==> config.mk <==
export PLATFORM = sky130hd
export DESIGN_NAME = mem_bus_ctrl
export DESIGN_NICKNAME = d
export VERILOG_FILES = /design/src/rtl/mem_bus_ctrl.sv
export SDC_FILE = /design/constraint.sdc
export NUM_CORES = 1
export LEC_CHECK = 0
export ABC_AREA = 1
export CAP_MARGIN = 20
export CORE_MARGIN = 5
export CORE_UTILIZATION = 50
export CTS_BUF_LIST = sky130_fd_sc_hd__clkbuf_8
export DETAILED_ROUTE_END_ITERATION = 8
export PLACE_DENSITY = 0.78
export RECOVER_POWER = 25
export SYNTH_ARGS = -nofsm -noshare
export SYNTH_HDL_FRONTEND = slang
export SYNTH_SLANG_ARGS = --single-unit
export TNS_END_PERCENT = 5
==> constraint.sdc <==
create_clock -name clk -period 2.1 [get_ports clk]
set_input_delay 0.42 -clock clk [delete_from_list [all_inputs] [get_ports clk]]
set_output_delay 0.42 -clock clk [all_outputs]
set_load 0.05 [all_outputs]
==> src/rtl/mem_bus_ctrl.sv <==
// mem_bus_ctrl: CPU bus controller. It decodes each access into RAM, wait-stated ROM
// or a two-register I/O block, and completes every access with a one-cycle ready strobe.
// The I/O block fronts a 4-entry TX FIFO that a downstream consumer drains.
module mem_bus_ctrl #(
  parameter int         ROM_WAIT = 2,
  parameter logic [7:0] IO_BASE  = 8'hE0
) (
  input  logic       clk,
  input  logic       rst,
  input  logic       cpu_req,
  input  logic       cpu_rw,
  input  logic [7:0] cpu_addr,
  input  logic [7:0] cpu_wdata,
  output logic [7:0] cpu_rdata,
  output logic       ready,
  output logic [7:0] mem_addr,
  output logic       mem_we,
  output logic [7:0] mem_wdata,
  input  logic [7:0] mem_rdata,
  output logic [7:0] tx_data,
  output logic       tx_valid,
  input  logic       tx_ready
);

  typedef enum logic [1:0] {IDLE, WAIT, DONE} state_t;
  typedef enum logic [1:0] {RGN_RAM, RGN_ROM, RGN_IO_DATA, RGN_IO_STAT} region_t;

  localparam logic [7:0] IO_STAT      = IO_BASE + 8'd1;
  localparam bit         ROM_HAS_WAIT = (ROM_WAIT > 0);
  // The counter counts down to zero, so it starts one below the wait-state count.
  localparam logic [2:0] WAIT_LOAD    = ROM_HAS_WAIT ? 3'(ROM_WAIT - 1) : 3'd0;

  state_t     state;
  logic [2:0] wait_cnt;
  logic       acc_rw;
  region_t    acc_region;
  logic [7:0] acc_wdata;

  region_t    cur_region;
  logic [7:0] read_value;
  logic       io_stall;

  logic [7:0] fifo_mem [4];
  logic [1:0] wr_ptr;
  logic [1:0] rd_ptr;
  logic [2:0] fifo_count;
  logic       fifo_full;
  logic       fifo_empty;
  logic       push;
  logic       pop;

  // RAM sees the CPU address and data directly.
  assign mem_addr  = cpu_addr;
  assign mem_wdata = cpu_wdata;

  assign fifo_full  = (fifo_count == 3'd4);
  assign fifo_empty = (fifo_count == 3'd0);
  assign tx_valid   = !fifo_empty;
  assign tx_data    = fifo_empty ? 8'h00 : fifo_mem[rd_ptr];

  // A write reaches the FIFO as its access finishes. The push is guarded by full
  // even though acceptance already ensured there is room.
  assign push = (state == DONE) && acc_rw && (acc_region == RGN_IO_DATA) && !fifo_full;
  assign pop  = tx_ready && !fifo_empty;

  // An I/O data write cannot be accepted while the FIFO is full. The decision uses the
  // registered count, so a pop on the same edge does not help until the next cycle.
  assign io_stall = cpu_rw && (cur_region == RGN_IO_DATA) && fifo_full;

  // Region of the address currently presented. I/O decode takes priority over ROM.
  always_comb begin
    cur_region = RGN_RAM;
    if (cpu_addr == IO_BASE) begin
      cur_region = RGN_IO_DATA;
    end else if (cpu_addr == IO_STAT) begin
      cur_region = RGN_IO_STAT;
    end else if (cpu_addr[7:4] == 4'hF) begin
      cur_region = RGN_ROM;
    end
  end

  // Read data for accesses that finish one cycle after acceptance.
  always_comb begin
    read_value = mem_rdata;
    case (cur_region)
      RGN_IO_DATA: read_value = 8'h00;
      RGN_IO_STAT: read_value = {6'b0, fifo_full, fifo_empty};
      default:     read_value = mem_rdata;
    endcase
  end

  // Access sequencer. Outputs are registered, so ready and mem_we are high exactly
  // while the FSM is in DONE.
  always_ff @(posedge clk) begin
    if (rst) begin
      state      <= IDLE;
      wait_cnt   <= 3'd0;
      ready      <= 1'b0;
      mem_we     <= 1'b0;
      cpu_rdata  <= 8'h00;
      acc_rw     <= 1'b0;
      acc_region <= RGN_RAM;
      acc_wdata  <= 8'h00;
    end else begin
      ready  <= 1'b0;
      mem_we <= 1'b0;
      case (state)
        IDLE: begin
          if (cpu_req && !io_stall) begin
            acc_rw     <= cpu_rw;
            acc_region <= cur_region;
            acc_wdata  <= cpu_wdata;
            if ((cur_region == RGN_ROM) && ROM_HAS_WAIT) begin
              state    <= WAIT;
              wait_cnt <= WAIT_LOAD;
            end else begin
              state  <= DONE;
              ready  <= 1'b1;
              mem_we <= cpu_rw && (cur_region == RGN_RAM);
              if (!cpu_rw) begin
                cpu_rdata <= read_value;
              end
            end
          end
        end
        WAIT: begin
          if (!cpu_req) begin
            state    <= IDLE;
            wait_cnt <= 3'd0;
          end else if (wait_cnt == 3'd0) begin
            state <= DONE;
            ready <= 1'b1;
            if (!acc_rw) begin
              cpu_rdata <= mem_rdata;
            end
          end else begin
            wait_cnt <= wait_cnt - 3'd1;
          end
        end
        DONE: begin
          state <= IDLE;
        end
        default: begin
          state <= IDLE;
        end
      endcase
    end
  end

  // TX FIFO storage and pointers. A simultaneous push and pop leave the count unchanged.
  always_ff @(posedge clk) begin
    if (rst) begin
      wr_ptr     <= 2'd0;
      rd_ptr     <= 2'd0;
      fifo_count <= 3'd0;
    end else begin
      if (push) begin
        fifo_mem[wr_ptr] <= acc_wdata;
        wr_ptr           <= wr_ptr + 2'd1;
      end
      if (pop) begin
        rd_ptr <= rd_ptr + 2'd1;
      end
      case ({push, pop})
        2'b10:   fifo_count <= fifo_count + 3'd1;
        2'b01:   fifo_count <= fifo_count - 3'd1;
        default: fifo_count <= fifo_count;
      endcase
    end
  end

endmodule

# Word level (Yosys, flattened, before mapping)
# Memory sizes are Yosys's and may differ from the RTL's. A register that Yosys moved wholly into a read port is not among the register bits.
# Cells that the tools add are included.
# W data, S select, Z words.
[word_totals]
inputBits = 29
memories = 1
wordCells = 95
ff_bits = 33
ram_bits = 32
[memory_table]
columns = ["name", "depth", "width", "read_ports", "rd_ports_with_merged_regs", "write_ports", "line_no", "rtl"]
rows = [
  ["fifo_mem", 4, 8, 1, 1, 1, "43", "logic [7:0] fifo_mem [4];"],
]
[op_classes]
reduce_logical = 22
n_addsub = 5
n_eq_ne = 21
bitwise_logic = 2
mux = 33
[ops]
columns = ["operator", "count"]
rows = [
  ["$mux W8", 7],
  ["$pmux W8 S2", 2],
  ["$eq A8 B8 Y1 const B", 2],
  ["$mux W2", 8],
  ["$ne A2 B2 Y1 const B", 7],
  ["$mux W3", 4],
  ["$pmux W3 S2", 2],
  ["$eq A2 B2 Y1 const B", 5],
  ["$logic_and A1 B1 Y1", 8],
  ["$mux W1", 8],
  ["$reduce_and A7 Y1", 1],
  ["$eq A2 B1 Y1 const B", 3],
  ["$logic_not A3 Y1", 2],
  ["$ne A3 B3 Y1 const B", 2],
  ["$sub A3 B1 Y3 const B", 2],
  ["$add A2 B1 Y2 const B", 2],
  ["$eq A4 B4 Y1 const B", 1],
  ["$logic_not A2 Y1", 2],
  ["$pmux W2 S2", 1],
  ["$reduce_and A2 Y1", 2],
  ["$reduce_and A4 Y1", 1],
  ["$reduce_bool A2 Y1", 2],
  ["$reduce_or A4 Y1", 1],
  ["$add A3 B1 Y3 const B", 1],
  ["4 further kinds", 7],
]

# Longest topological paths before layout
# Gate-level depths: netlist of run 1.
[logic_depth]
ltp_word = 11
depth_mapped = 12
mapped_depth_nobuf = 11

# Worst setup path after synthesis of run 1
# Ideal clock, no wire load.
[synth_timing]
path_kind = "register to output"
from = "register with a tool-made name"
to = "output port tx_data[0]"
required_time_ns = 1.680
t_arrival_ns = 1.640
path_stages_with_launch = 6
setup_slack_ns = 0.040
path_cell_list = "dfxtp_1 > clkbuf_1 > inv_1 > nor2_1 > o21ai_0 > a21oi_1"
[synth_rtl]
columns = ["element", "line_no", "rtl"]
rows = [
  ["end, declared", "20", "output logic [7:0] tx_data,"],
]

==> qor.txt, run 1 <==
Rows: 28
DIE AREA: 7790 sq um
switching share of total power: 30.4%
post-synthesis cell area: 3060 sq um
Final Max Tran Viols: 0
total power: 3.42 mW
clock-pin slew on the worst setup and hold paths: 0.07 ns
CP top delay family: buffers and inverters
Hold Crit Class: reg -> reg
sequential element share of the synthesized area: 54.3%
Mapped Cells: 350
critical path startpoint category: flop
Yosys top cell area share: 31.4%
GPL Wtd Cong: 0.911
via count: 2,482
area grow syn2layout: 36.7%
dpl ws: -0.113 ns
clock power share: 30.0%
worst skew pair latency: 0.33 ns
Ports: 64
crit path time final: 1.98 ns
post-CTS setup buffers: 0
input/output buffers: 63
cell taking the most area after synthesis: edfxtp_1
most frequent cells in the layout: 88 x nor2_1, 38 x nand2_1, 38 x clkdlybuf4s50_1
antenna-violating nets left: 0
Netlist cell types: 27
synthesized net count: 387
Reg power frac: 42.9%
Critical Path RT: 1.68 ns
# clock sinks: 67
Fin. Hold Viols: 0
RSZ-0062 raised after global routing: true
antenna violations before repair: 0
Worst Tran Pin Value: 0.508 ns
CTS tree: done
largest net degree at the start of global routing: 29
Clock Skew: 0.00468 ns
Root Driver: clkbuf_8
crit-path max cell delay: 0.31 ns
synth warn: 0
top cells by area, synth: edfxtp_1 31%, dfxtp_1 23%, nor2_1 11%
register area: 1660 sq um
GRT Total Usage: 17.2%
CTS Buffer Depth: 2
H-Tree Depth: 3
Comb pwr share: 27.1%
worst path cell trace: buf_4 -> nor2_1 -> nor2_1 -> o21ai_0 -> a21oi_1 -> buf_12
Initial Utilization: 51.7%
cell mode on critical path: nor2_1
Multi-input gate area: 1100 sq um
hold_sp: rd_ptr[1]
first-pass GRT wire length: 10.2 mm
Final Util: 70.7%
drt drc: 0
outcome: finished, final reports clean
final setup fails: 0
# fillers: 459
vias in the first global route: 2,324
crit-path max FO: 17
critical path arrival: 1.56 ns
Relative slew margins: 66.0%
Max IR drop VDD: 0.000417 V
Final Net Count: 455
synthesized flop and latch total: 67
syn avg cell area: 8.75 sq um
hold slack: 0.470 ns
drt wl/cell: 12.5 microns
most common cell after layout, fill and taps aside: nor2_1
PD cells: 816 nW/um^2
Leakage: 1.71 nW
Setup TNS: 0 ns
GRT Residual Overflow: 0
Inserted Diodes: 0
fin crit share: 94.3%
core area: 5920 sq um
Reg2Reg Launch Point: fifo_count[0]
number of buffers and inverters on the critical path: 2
Crit-path slowest cell: dfxtp_1
Via-to-Cell Ratio: 4.98
final setup margin: 0.120 ns
DR pass1 iterations: 4
max_cap viols: 0
Routed WL: 6.23 mm
internal power: 2.38 mW
layout cells sized above 1: 18.9%
CP Capture Type: primary output
total net switching power: 1.04 mW
CTS Buf Count: 9
drt first-iter violations: 123
die width: 88.3 microns
hold_buf cts: 0
f_max: 505 MHz
Die H: 88.3 microns
DP Wirelength: 4.58 mm
Crit Path Category: reg -> out
## path summary, 6_finish.rpt
check	to	slack [ns]	cells after the start
setup / recovery	tx_data[2]	0.12	6
hold / removal	flop	0.47	2
setup reg to reg	fifo_count[2]	0.22	10
hold reg to reg	flop	0.47	2
## synthesized netlist by cell type, drive strengths merged
| cell | n |
|---|---|
| dfxtp | 35 |
| edfxtp | 32 |
| inv | 32 |
| fa | 1 |
| a21oi | 22 |
| nor3 | 3 |
| buf | 21 |
| nor2 | 91 |
| o21ai | 39 |
| nand2 | 43 |
| nand3 | 16 |
| clkbuf | 4 |
| ha | 7 |
| or2 | 2 |
| nand4 | 2 |
## final cells by class
cell class	instances	share of cell area, %
flip-flops and latches	67	39.7
multi-input cells	226	26.2
repair buffers	82	24.1
clock buffers	10	3.29
inverters	32	2.99
well taps	75	2.24
clock inverters	6	1.37
## per-layer routing
layer,vias to the layer above,share of wire (%),track usage (%)
li1,1265,-,-
met1,1129,39,18.5
met2,71,53,31.2
met3,17,5.7,4.56
met4,0,2.2,7.97
met5,-,0,0
## through the flow
stage / cells / cell area, sq um
detailed placement: 482 / 3980
CTS: 498 / 4180
global placement: 482 / 3980
floorplan: 350 / 3060
finish: 498 / 4190
global route: 498 / 4190
## what timing repair did
action	in CTS	in global routing
gates resized for setup	0	3
endpoints found under the hold margin	0	0
endpoints found under the setup margin	0	5
## worst min-delay path, stage by stage (launching register included)
cell and delay (ns):
dfxtp_1 0.30, inv_1 0.05, a21oi_1 0.07
## registers in the layout (all words and copies together), names as in the netlist, 3 cells and up, named ones only
name and cells:
fifo_mem 32, acc_wdata 8, cpu_rdata 8, fifo_count 3
wait_cnt 3
## power by group through the flow
stage	sequential [mW]	clock [mW]	combinational, mW
after detailed placement	1.49	0	0.927
after CTS	1.47	1.06	0.930
final	1.47	1.02	0.928
after global placement	1.49	0	0.917
after floorplan	1.54	0	0.482
after global routing	1.47	1.12	0.987
## logic make-up after synthesis
family                   share of synthesized area [%]
AO/OA/AOI/OAI                                     10.1
adder cells (fa/ha/maj)                           3.51
buffers and inverters                             9.97
flip-flops                                        54.3
AND/OR/NAND/NOR                                   22.1
Note: power is estimated with default switching activity, not from simulation.
==> run 2, diff against run 1 <==
Settings changed: CELL_PAD_IN_SITES_DETAIL_PLACEMENT from default to 2, CELL_PAD_IN_SITES_GLOBAL_PLACEMENT from default to 2, CORE_UTILIZATION 50 to 31, PLACE_DENSITY 0.78 to default, PLACE_DENSITY_LB_ADDON from default to 0.1.
==> run 2 against run 1 <==
Combinational power increased by 5.2%. Power increased by 15%. Sequential cell count unchanged. Sequential share of layout area decreased by 1.9 points. Global-route usage decreased by 0.87 points. Sequential power about the same. Clock skew increased by 0.0049 ns. Design area increased by 5.1%. Final cell count increased by 13%. Die area increased by 54%. Critical endpoint is now tx_data[7].
==> qor.txt, run 2 (synthesis gave the netlist of run 1 again) <==
CTS tree: done
critical path arrival: 1.57 ns
GPL Wtd Cong: 0.764
Hold Crit Depth: 2
DP Wirelength: 6.62 mm
Final Net Count: 460
critical path startpoint category: flop
input/output buffers: 63
f_max: 503 MHz
DIE AREA: 12,000 sq um
most frequent cells in the layout: 88 x nor2_1, 38 x clkdlybuf4s50_1, 37 x nand2_1
Final Cell Area: 4400 sq um
core area: 9680 sq um
GRT Total Usage: 16.3%
hold slack: 0.475 ns
max reg flops: 32
R2R Setup Slk: 0.17 ns
Clock Skew: 0.00954 ns
drt first-iter violations: 47
post-CTS setup buffers: 0
antenna violations before repair: 0
worst path cell trace: buf_8 -> nor2_1 -> nor2_1 -> o21ai_0 -> a21oi_2 -> buf_12
final cell count without fillers: 561
most common cell after layout, fill and taps aside: nor2_1
dpl ws: -0.198 ns
Inst Count DP: 545
Hold Crit Class: reg -> reg
Biggest register: fifo_mem
total power: 3.92 mW
Critical Path RT: 1.68 ns
Final Util: 45.4%
crit-path max FO: 17
Reg2Reg Launch Point: state[1]
cell mode on critical path: nor2_1
clock-pin slew on the worst setup and hold paths: 0.07 ns
fin crit share: 94.6%
CTS Buffer Depth: 2
Worst Tran Pin Value: 0.525 ns
DR pass1 iterations: 4
Multi-input gate area: 1120 sq um
die width: 109 microns
drt drc: 0
Final Max Tran Viols: 0
FF-to-FF End: fifo_count[2]
GRT Residual Overflow: 0
first-pass GRT wire length: 15.0 mm
Relative slew margins: 64.9%
Rows: 36
via count: 2,607
Die H: 109 microns
vias in the first global route: 3,083
hold_buf cts: 0
Via-to-Cell Ratio: 4.65
Initial Utilization: 31.6%
Max IR drop VDD: 0.000296 V
r2r worst-path depth: 10
crit path time final: 1.99 ns
layout cells sized above 1: 21.5%
Ports: 64
area grow syn2layout: 43.7%
CTS Buf Count: 9
# fillers: 1,069
Crit-path slowest cell: dfxtp_1
Leakage: 1.77 nW
register area: 1660 sq um
antenna-violating nets left: 0
max_cap viols: 0
Placed Instance Area: 4090 sq um
# clock sinks: 67
PD cells: 891 nW/um^2
final setup margin: 0.114 ns
worst skew pair latency: 0.35 ns
Routed WL: 8.90 mm
biggest regs: fifo_mem (32), acc_wdata (8), cpu_rdata (8)
largest net degree at the start of global routing: 29
drt wl/cell: 15.9 microns
Crit Path Category: reg -> out
Fin. Hold Viols: 0
hold_sp: rd_ptr[1]
crit-path max cell delay: 0.34 ns
Inserted Diodes: 0
final setup fails: 0
CP Capture Type: primary output
Root Driver: clkbuf_8
Setup TNS: 0 ns
outcome: finished, final reports clean
H-Tree Depth: 3
==> run 2: cell count changes in the layout (fill, tap and decap cells not counted), moves of 2 or more <==
cell        previous run  this run
bufinv_16              1         4
inv_6                  0         2
a21oi_2                1         6
inv_1                 28        26
clkinvlp_4             2         0
a21oi_1               21        16
buf_4                 20        24
==> run 2: layout make-up <==
cell class              instances  area share [%]
clock inverters                 7            3.33
clock buffers                   9            2.82
repair buffers                 87            24.0
inverters                      32            2.84
flip-flops and latches         67            37.8
well taps                     133            3.78
multi-input cells             226            25.5
==> run 2: how the worst max path moves through the flow <==
stage	from	cells past startpoint	to	slack, ns
global route	flop	6	tx_data[7]	-0.001
floorplan	flop	5	tx_data[0]	0.04
detailed placement	tx_ready	10	fifo_count[2]	-0.20
CTS	flop	6	tx_data[7]	-0.02
global placement	tx_ready	10	fifo_count[2]	-0.10
finish	flop	6	tx_data[7]	0.11
==> run 2: routing by layer <==
layer  wire length (microns)  vias to the layer above  global-route usage, %  part of all wire (%)
li1                        -                     1273                      -                     -
met1                    3620                     1286                   17.6                    41
met2                    4940                       37                   31.1                    55
met3                     220                       11                   3.58                   2.5
met4                     127                        0                   5.34                   1.4
met5                       0                        -                      0                     0
==> run 2: timing repair <==
item / CTS / global route
endpoints found under the setup margin: 8 / 9
gates resized for setup: 3 / 8
pin swaps: 0 / 1
==> run 2: worst max-delay path: cells and delay by family, from the launching register on <==
family,cells,cell delay [ns]
AOI/OAI and AO/OA,2,0.35
buffers and inverters,2,0.32
DFF,1,0.34
and+or+nand+nor,2,0.20
==> run 2: power by group <==
| group | switching, mW | internal [mW] |
|---|---|---|
| Clock | 0.554 | 0.920 |
| Combinational | 0.579 | 0.397 |
| Sequential | 0.0461 | 1.42 |
==> run 3, diff against run 2 <==
Settings changed: SLEW_MARGIN from default to 20.
==> results of run 3 <==
No change in the layout: final DEF, timing and power equal those of run 2.
